<file path="config.mk">
export PLATFORM = sky130hd
export DESIGN_NAME = right_shifter_seq_4b
export DESIGN_NICKNAME = d
export VERILOG_FILES = /design/src/rtl/right_shifter_seq_4b.sv
export SDC_FILE = /design/constraint.sdc
export NUM_CORES = 1
export LEC_CHECK = 0
export ABC_AREA = 1
export ABC_CLOCK_PERIOD_IN_PS = 2200
export BUFFER_PORTS_ARGS = -buffer_cell sky130_fd_sc_hd__buf_4
export CAP_MARGIN = 20
export CORE_MARGIN = 3
export CORE_UTILIZATION = 49
export CTS_BUF_LIST = sky130_fd_sc_hd__clkbuf_16
export DETAILED_ROUTE_END_ITERATION = 10
export HOLD_SLACK_MARGIN = 0.03
export PLACE_DENSITY = 0.78
export SLEW_MARGIN = 0
export SYNTH_ARGS = -nofsm -noshare
export SYNTH_HDL_FRONTEND = slang
export SYNTH_SLANG_ARGS = --single-unit
</file>
<file path="constraint.sdc">
create_clock -name clk -period 2.2 [get_ports clk]
set_clock_uncertainty 0.15 [all_clocks]
set_input_delay 0.11 -clock clk [delete_from_list [all_inputs] [get_ports clk]]
set_output_delay 0.11 -clock clk [all_outputs]
set_load 0.01 [all_outputs]
</file>
<file path="src/rtl/right_shifter_seq_4b.sv">
// Multi-cycle right shifter: 4-position steps while at least 4 remain, then 1-position steps.
// Optional sign fill is enabled by defining RSHIFT_ARITH_EN; otherwise the shift is logical.
module right_shifter_seq_4b #(
    parameter int WIDTH = 16,
    localparam int SHW = $clog2(WIDTH)
) (
    input  logic             clk,
    input  logic             rst_n,
    input  logic             start,
    input  logic [WIDTH-1:0] in,
    input  logic [SHW-1:0]   amt,
    input  logic             arith,
    output logic [WIDTH-1:0] out,
    output logic             sticky,
    output logic             busy,
    output logic             done
);

    typedef enum logic [1:0] {
        IDLE  = 2'd0,
        SHIFT = 2'd1,
        DONE  = 2'd2
    } state_t;

    state_t           state_q, state_d;
    logic [WIDTH-1:0] out_q, out_d;
    logic [SHW-1:0]   cnt_q, cnt_d;
    logic             sticky_q, sticky_d;
    logic             fill;
    logic [WIDTH-1:0] step1, step4;

`ifdef RSHIFT_ARITH_EN
    logic fill_q, fill_d;
    assign fill = fill_q;
`else
    logic unused_arith;
    assign fill         = 1'b0;
    assign unused_arith = arith;
`endif

    // Candidate next values for one 1-position step and one 4-position step.
    genvar gi;
    generate
        for (gi = 0; gi < WIDTH; gi++) begin : g_step
            if (gi < WIDTH - 1) begin : g_s1
                assign step1[gi] = out_q[gi+1];
            end else begin : g_s1f
                assign step1[gi] = fill;
            end
            if (gi < WIDTH - 4) begin : g_s4
                assign step4[gi] = out_q[gi+4];
            end else begin : g_s4f
                assign step4[gi] = fill;
            end
        end
    endgenerate

    always_comb begin
        state_d  = state_q;
        out_d    = out_q;
        cnt_d    = cnt_q;
        sticky_d = sticky_q;
`ifdef RSHIFT_ARITH_EN
        fill_d   = fill_q;
`endif
        case (state_q)
            IDLE: begin
                if (start) begin
                    out_d    = in;
                    cnt_d    = amt;
                    sticky_d = 1'b0;
`ifdef RSHIFT_ARITH_EN
                    fill_d   = arith & in[WIDTH-1];
`endif
                    state_d  = (amt == '0) ? DONE : SHIFT;
                end
            end
            SHIFT: begin
                if (cnt_q >= SHW'(4)) begin
                    out_d    = step4;
                    sticky_d = sticky_q | (|out_q[3:0]);
                    cnt_d    = cnt_q - SHW'(4);
                end else begin
                    out_d    = step1;
                    sticky_d = sticky_q | out_q[0];
                    cnt_d    = cnt_q - SHW'(1);
                end
                if (cnt_d == '0) begin
                    state_d = DONE;
                end
            end
            DONE: begin
                state_d = IDLE;
            end
            default: begin
                state_d = IDLE;
            end
        endcase
    end

    always_ff @(posedge clk) begin
        if (!rst_n) begin
            state_q  <= IDLE;
            out_q    <= '0;
            cnt_q    <= '0;
            sticky_q <= 1'b0;
`ifdef RSHIFT_ARITH_EN
            fill_q   <= 1'b0;
`endif
        end else begin
            state_q  <= state_d;
            out_q    <= out_d;
            cnt_q    <= cnt_d;
            sticky_q <= sticky_d;
`ifdef RSHIFT_ARITH_EN
            fill_q   <= fill_d;
`endif
        end
    end

    assign out    = out_q;
    assign sticky = sticky_q;
    assign busy   = (state_q != IDLE);
    assign done   = (state_q == DONE);

endmodule

</file>
==> flow_summary.toml, run 1 <==
[drt]
wire_per_inst_um = 13.6
vias = 1471
viasPerCell = 5.49
first_pass_iters = 4
drc = 0
drt_iter0_drc = 64
antenna_left = 0
drt-total-wl_mm = 3.64

[synth]
synth-seq-cells = 23
synth_top_area_share_pct = 36.3
synth_top_area_cell = "dfxtp_1"
synth_warnings = 0
synth.area.top_cells = "dfxtp_1, a21oi_1, nand2_1, o21ai_0, nand3_1"
syn_area_per_cell_um2 = 6.78
netlist_instances = 187
syn_area_mm2 = 0.00127
synth_nets = 213
yosysUniqueCellTypes = 19
yosysSeqAreaShare_pct = 36.3

[pwr]
p_int_mw = 0.966
clock_power_share_pct = 26.3
p_sw_mw = 0.546
switching_share_pct = 36.1
powerDensity_mw_per_mm2 = 845
vdd_drop_max_mv = 0.581
power_leakage_nw = 0.809
p_seq_share_pct = 36.4
combPwrFrac_pct = 37.3

[worst_setup_path]
path_max_fanout = 14
cp_data_arrival_time_ns = 1.79
cpMaxStageDelayCell = "dfxtp_1"
worstSetupPathType = "reg2reg"
required_ns = 2.24
slowest_delay_ns = 0.38
crit_chain = "inv_1 -> ha_1 -> inv_1 -> nor2_1 -> nand2_1 -> nand2_1 -> inv_1 -> nor2_1 -> nand2_1 -> nand2_1 -> a21oi_1"
end_kind = "register"
crit_path_frequent_cell = "nand2_1"
crit_path_start_kind = "register"

[sta]
maxSlewHeadroom_pct = 72.6
max_freq_ghz = 0.572
finalMaxSlewViolations = 0
finalCriticalPeriod_ns = 1.75
setup_slack_ns = 0.453
hold_violations = 0
rsz0062_at_grt = "false"
fin_crit_sh_pct = 79.4
finalSetupViolCount = 0
fin_setup_tns_ns = 0
worst_pin_slew_ns = 0.411

[finish]
post-route-util_pct = 76.5
drive_above_1_share_pct = 20.4
diodes = 0
area_growth_pct = 41.0
num-nets-final = 267
layout_common_cells = "a21oi_1, buf_4, nand2_1"
final_common_cell = "a21oi_1"

[clocking]
cts_inserted_buffers = 3
cts_tree = "built"
clock_latency_ns = 0.26
cts_max_path_buffers = 2
clockRootBuffer = "clkbuf_16"
cts_setup_buffers = 0
cts.sinks = 23
clk_pin_slew_ns = 0.06
htree_levels = 1

[floorplan]
die-area_mm2 = 0.00324
fp.dieH_um = 56.9
dieWidth_um = 56.9
core-area_mm2 = 0.00234
io_pins = 43
initial_core_util_pct = 54.2
rows = 17

[global_routing]
grt_max_degree = 29
grt_pass1_vias = 1429
grt_pass1_wl_mm = 6.13
grt_overflow = 0
gr-usage-all-layers_pct = 23.4
antenna_found_initial = 0

[job]
drv_cap = 0

[min_path]
hp-class = "in2reg"

[placed_design]
portBuffers = 41
hpwl_mm = 2.36
gp_routability_congestion = 0.765
pre_cts_ws_ns = 0.481

[outcome]
status = "finished clean"
[cell usage after synthesis (all sizes together)]
cell type   n
a21oi      45
a211oi      1
nand2      42
nor2        9
ha          2
o22ai       1
a311oi      2
nand3      12
o21ai      21
buf        11
inv        15
dfxtp      23
clkbuf      1
xnor2       1
a31oi       1
[metrics by stage]
stage / instances / area, µm² / power (mW) / hold WS (ns)
after floorplan: 187 / 1270 / 0.935 / 0.0983
after global placement: 247 / 1540 / 1.07 / 0.220
after detailed placement: 247 / 1540 / 1.09 / 0.231
after CTS: 268 / 1790 / 1.50 / 0.0442
after global routing: 268 / 1790 / 1.60 / 0.0654
final: 268 / 1790 / 1.51 / 0.0334
[per-layer routing]
metal | part of all wire [%] | wire [µm] | GRT usage [%]
met1 | 43 | 1560 | 28.4
met2 | 51 | 1840 | 41.6
met3 | 5.4 | 198 | 3.68
met4 | 0.88 | 32 | 7.28
met5 | 0 | 0 | 0
[worst max-delay path, delay by kind of cell, from the launching register on]
kind | cells | cell delay, ns
AOI/OAI and AO/OA | 1 | 0.12
adders and majority gates | 1 | 0.21
buffers and inverters | 3 | 0.46
DFF | 1 | 0.38
and+or+nand+nor | 6 | 0.37
[kinds of logic after synthesis]
logic type      share of synthesized area [%]
buf+inv                                  11.8
simple gates                             20.2
xor+xnor                                0.690
fa+ha+maj                                1.97
flops                                    36.3
compound gates                           29.0
[power groups by stage]
stage	logic [mW]	registers (mW)	clock network, mW
finish	0.565	0.550	0.397
global route	0.636	0.559	0.409
CTS	0.562	0.548	0.393
detailed placement	0.533	0.556	0
global placement	0.515	0.551	0
floorplan	0.371	0.564	0
[state kept, by name, summed over array words and instances (netlist names)]
signal   flops
cnt_q        4
state_q      2
out         16
sticky       1
[path summary, 6_finish.rpt]
kind	startpoint	to	slack (ns)	depth (start not counted)
max reg2reg	cnt_q[2]$_SDFFE_PN0P_	state_q[0]$_SDFFE_PN0P_	0.45	11
min reg2reg	sticky$_SDFFE_PN0P_	sticky$_SDFFE_PN0P_	0.34	2
min	rst_n	out[11]$_SDFFE_PN0P_	0.03	3
max	cnt_q[2]$_SDFFE_PN0P_	state_q[0]$_SDFFE_PN0P_	0.45	11
[final cells by class]
cell class	instances	area, µm²
Timing Repair Buffer	61	500
Tap cell	28	35.0
Sequential cell	23	460
Fill cell	195	551
Multi-Input combinational cell	137	658
Inverter	15	56.3
Clock inverter	1	3.75
Clock buffer	3	75.1
[timing repair]
item,CTS,global route
hold endpoints to repair,17,0
hold buffers,17,0
gates resized for setup,0,0
Note: power is estimated with default switching activity, not from simulation.
==> run 2: changes to the inputs <==
Settings changed: ABC_CLOCK_PERIOD_IN_PS 2200 to 1500, CORE_UTILIZATION 49 to 44, PLACE_DENSITY 0.78 to 0.74.
Clock period 2.2 ns to 1.5 ns, I/O delays scaled along.
==> flow_summary.toml, run 2 (synthesis gave the netlist of run 1 again) <==
[outcome]
status = "finished clean"

[finish]
diodes = 0
drive_above_1_share_pct = 28.1
layout_common_cells = "buf_4, a21oi_1, nand2_1"
fillers = 201
largest_reg_flops = 16
post-route-util_pct = 75.2
num-nets-final = 280
final_cells = 283
final_common_cell = "buf_4"
area_growth_pct = 54.8

[floorplan]
core-area_mm2 = 0.00261
dieWidth_um = 59.7
initial_core_util_pct = 48.6
die-area_mm2 = 0.00356
rows = 18
fp.dieH_um = 59.7
io_pins = 43

[min_path]
hp-class = "in2reg"
hold_depth = 6
min_to = "state_q[1]$_SDFFE_PN0P_"
hold_start = "amt[1]"

[worst_setup_path]
slowest_delay_ns = 0.33
r2r_cells = 9
crit_path_frequent_cell = "nand2_1"
required_ns = 1.49
cp_top_family = "flip-flops"
crit_chain = "inv_2 -> ha_4 -> buf_4 -> o21ai_2 -> nand2_1 -> nor2_1 -> nand2_1 -> nand2_1 -> a21oi_1"
path_buf_inv = 2
crit_path_start_kind = "register"
end_kind = "register"
regToRegSetupSlack_ns = 0.02
cpMaxStageDelayCell = "dfxtp_2"
r2r_start = "cnt_q[3]$_SDFFE_PN0P_"
worstSetupPathType = "reg2reg"
path_max_fanout = 6
r2r_end = "state_q[0]$_SDFFE_PN0P_"
cp_data_arrival_time_ns = 1.47

[sta]
finalCriticalPeriod_ns = 1.48
hold_violations = 0
finalMaxSlewViolations = 0
rsz0062_at_grt = "true"
finalSetupViolCount = 0
fin_crit_sh_pct = 98.9
max_freq_ghz = 0.674
maxSlewHeadroom_pct = 81.6
fin_setup_tns_ns = 0
timing.hold.ws_ns = 0.0523
worst_pin_slew_ns = 0.276

[clocking]
cts_inserted_buffers = 3
clock_latency_ns = 0.26
clockRootBuffer = "clkbuf_16"
cts_max_path_buffers = 2
cts_tree = "built"
clk_pin_slew_ns = 0.06
htree_levels = 1
cts.sinks = 23

[drt]
vias = 1541
wire_per_inst_um = 13.6
viasPerCell = 5.45
first_pass_iters = 4
drt-total-wl_mm = 3.85
drt_iter0_drc = 83
antenna_left = 0
drc = 0

[pwr]
vdd_drop_max_mv = 0.910
powerDensity_mw_per_mm2 = 1230
power_mw = 2.42
power_leakage_nw = 0.884

[global_routing]
antenna_found_initial = 0
grt_pass1_vias = 1428
gr-usage-all-layers_pct = 23.0
grt_max_degree = 28
grt_overflow = 0
grt_pass1_wl_mm = 6.19

[placed_design]
gp_routability_congestion = 0.884
hpwl_mm = 2.46
portBuffers = 41
dp.cells = 257

[job]
drv_cap = 0
## run 2: changes by cell type in the layout (fill, tap and decap cells not counted), sizes merged
cell,delta
dlygate4sd3,+2
inv,-1
buf,+11
clkinvlp,+1
## run 2: area by class of cell
type | count | area, µm² | share of cell area, %
tap | 30 | 37.5 | 1.91
sequential | 23 | 464 | 23.6
inverter | 15 | 62.6 | 3.18
multi-input combinational | 137 | 689 | 35.1
clock buffer | 3 | 75.1 | 3.82
clock inverter | 1 | 3.75 | 0.191
timing repair buffer | 74 | 632 | 32.2
## run 2: worst max-delay path by stage
stage                           from                      end  slack [ns]  cells after the start
2_1_floorplan  cnt_q[2]$_SDFFE_PN0P_  state_q[0]$_SDFFE_PN0P_       0.002                      9
3_3_place_gp   cnt_q[3]$_SDFFE_PN0P_  state_q[0]$_SDFFE_PN0P_       -0.04                     11
3_5_place_dp   cnt_q[3]$_SDFFE_PN0P_  state_q[0]$_SDFFE_PN0P_       -0.08                     11
4_1_cts        cnt_q[3]$_SDFFE_PN0P_  state_q[0]$_SDFFE_PN0P_        0.01                      9
5_1_grt        cnt_q[3]$_SDFFE_PN0P_  state_q[0]$_SDFFE_PN0P_       -0.05                      9
6_report       cnt_q[3]$_SDFFE_PN0P_  state_q[0]$_SDFFE_PN0P_        0.02                      9
## run 2: worst register-to-register path, cell delays in order, from the launching register on
cell,delay [ns]
dfxtp_2,0.33
inv_2,0.05
ha_4,0.18
buf_4,0.14
o21ai_2,0.14
nand2_1,0.08
nor2_1,0.10
nand2_1,0.08
nand2_1,0.06
a21oi_1,0.06
## run 2: through the flow
stage / instance area, µm² / setup WS (ns)
floorplan: 1270 / 0.00165
global placement: 1630 / -0.0442
detailed placement: 1630 / -0.0757
CTS: 1910 / 0.0123
global route: 1960 / -0.0537
finish: 1960 / 0.0160
## run 2: layer usage
metal,track usage [%],part of all wire [%],vias to the layer above
li1,-,-,761
met2,40.4,50,60
met3,6.70,6.2,5
met5,0,0,-
met1,26.2,42,715
met4,8.23,1.2,0
## run 2: report_power, final
| group | internal [mW] | switching, mW |
|---|---|---|
| combinational | 0.490 | 0.543 |
| sequential | 0.713 | 0.0853 |
| clock | 0.357 | 0.227 |
## run 2: timing repair
action                                  CTS  global route
hold endpoints to repair                 19             0
endpoints found under the setup margin   16            17
setup buffers                             0             3
hold buffers                             19             0
pin swaps                                 0             2
gates resized for setup                   2            14
==> run 3: changes to the inputs <==
Settings changed: ABC_CLOCK_PERIOD_IN_PS 1500 to 1600, CORE_UTILIZATION 44 to 49, PLACE_DENSITY 0.74 to 0.78.
Clock period 1.5 ns to 1.6 ns, I/O delays scaled along.
==> flow_summary.toml, run 3 (synthesis gave the netlist of run 1 again) <==
[job]
drv_cap = 0

[sta]
finalCriticalPeriod_ns = 1.57
fin_setup_tns_ns = 0
setup_slack_ns = 0.0253
finalSetupViolCount = 0
finalMaxSlewViolations = 0
maxSlewHeadroom_pct = 75.6
timing.hold.ws_ns = 0.0501
hold_violations = 0
worst_pin_slew_ns = 0.366
rsz0062_at_grt = "true"
fin_crit_sh_pct = 98.4
max_freq_ghz = 0.635

[worst_setup_path]
cp_data_arrival_time_ns = 1.56
crit_chain = "inv_2 -> ha_4 -> buf_4 -> o21ai_2 -> nand2_1 -> nor2_2 -> nand2_1 -> nand2_1 -> a21oi_2"
path_buf_inv = 2
cp_top_family = "flip-flops"
crit_path_frequent_cell = "nand2_1"
worstSetupPathType = "reg2reg"
crit_path_start_kind = "register"
path_max_fanout = 6
end_kind = "register"
cpMaxStageDelayCell = "dfxtp_2"
slowest_delay_ns = 0.37
required_ns = 1.59

[drt]
viasPerCell = 5.68
drt_iter0_drc = 103
drc = 0
drt-total-wl_mm = 4.10
first_pass_iters = 4
wire_per_inst_um = 14.8
antenna_left = 0
vias = 1568

[clocking]
cts_max_path_buffers = 2
htree_levels = 1
cts_inserted_buffers = 3
clk_pin_slew_ns = 0.06
clockRootBuffer = "clkbuf_16"
cts_tree = "built"
clock_latency_ns = 0.26
cts.sinks = 23

[floorplan]
rows = 17
fp.dieH_um = 56.9
core-area_mm2 = 0.00234
die-area_mm2 = 0.00324
io_pins = 43
dieWidth_um = 56.9
initial_core_util_pct = 54.2

[finish]
final_cells = 276
drive_above_1_share_pct = 29.4
fillers = 152
area_growth_pct = 53.1
final_common_cell = "buf_4"
post-route-util_pct = 83.0
num-nets-final = 275
largest_reg_flops = 16
diodes = 0
layout_common_cells = "buf_4, a21oi_1, nand2_1"
final_area_mm2 = 0.00194

[placed_design]
dp.cells = 250
gp_routability_congestion = 0.838
portBuffers = 41
hpwl_mm = 2.35
postPlaceCellArea_mm2 = 0.00159
pre_cts_ws_ns = -0.173

[global_routing]
grt_pass1_wl_mm = 6.22
gr-usage-all-layers_pct = 23.6
grt_overflow = 0
grt_max_degree = 28
antenna_found_initial = 0
grt_pass1_vias = 1451

[pwr]
power_mw = 2.29
power_leakage_nw = 0.859
powerDensity_mw_per_mm2 = 1180
vdd_drop_max_mv = 0.919

[outcome]
status = "finished clean"

[min_path]
hp-class = "in2reg"
## run 3: final cells by class
| class | instances | area [µm²] | share of cell area (%) |
|---|---|---|---|
| Inverter | 15 | 61.3 | 3.16 |
| Clock buffer | 3 | 75.1 | 3.87 |
| Sequential cell | 23 | 465 | 24.0 |
| Clock inverter | 1 | 3.75 | 0.193 |
| Multi-Input combinational cell | 137 | 711 | 36.6 |
| Timing Repair Buffer | 69 | 591 | 30.4 |
| Tap cell | 28 | 35.0 | 1.80 |
## run 3: repair_timing
action,in CTS,in global routing
pin swaps,1,8
buffers inserted,0,4
endpoints found under the hold margin,19,0
hold buffers,19,0
endpoints found under the setup margin,14,6
gates resized for setup,6,17
## run 3: report_power, final
part | switching [mW] | internal [mW] | total, mW | leakage [nW]
sequential | 0.0926 | 0.670 | 0.763 | 0.192
combinational | 0.533 | 0.443 | 0.976 | 0.625
clock | 0.215 | 0.334 | 0.549 | 0.0423
## run 3: final timing paths
check,startpoint,end,depth (start not counted),slack [ns]
worst max register to register,cnt_q[2]$_SDFFE_PN0P_,state_q[0]$_SDFFE_PN0P_,9,0.03
worst min register to register,sticky$_SDFFE_PN0P_,sticky$_SDFFE_PN0P_,2,0.33
worst min-delay path,amt[1],state_q[1]$_SDFFE_PN0P_,6,0.05
worst max-delay path,cnt_q[2]$_SDFFE_PN0P_,state_q[0]$_SDFFE_PN0P_,9,0.03
## run 3: tightest hold or removal path: stages
cell and delay, ns:
buf_4 0.08, nor2_1 0.03, nand3_1 0.07, nand2_1 0.05
nand3_1 0.06, a21oi_1 0.03
## run 3: metal layers
| layer | global-route usage, % | share of wire, % | up-vias |
|---|---|---|---|
| met5 | 0 | 0 | - |
| met4 | 5.63 | 1.2 | 0 |
| met3 | 3.45 | 7.2 | 8 |
| met2 | 43.7 | 51 | 96 |
| met1 | 28.0 | 40 | 709 |
| li1 | - | - | 755 |
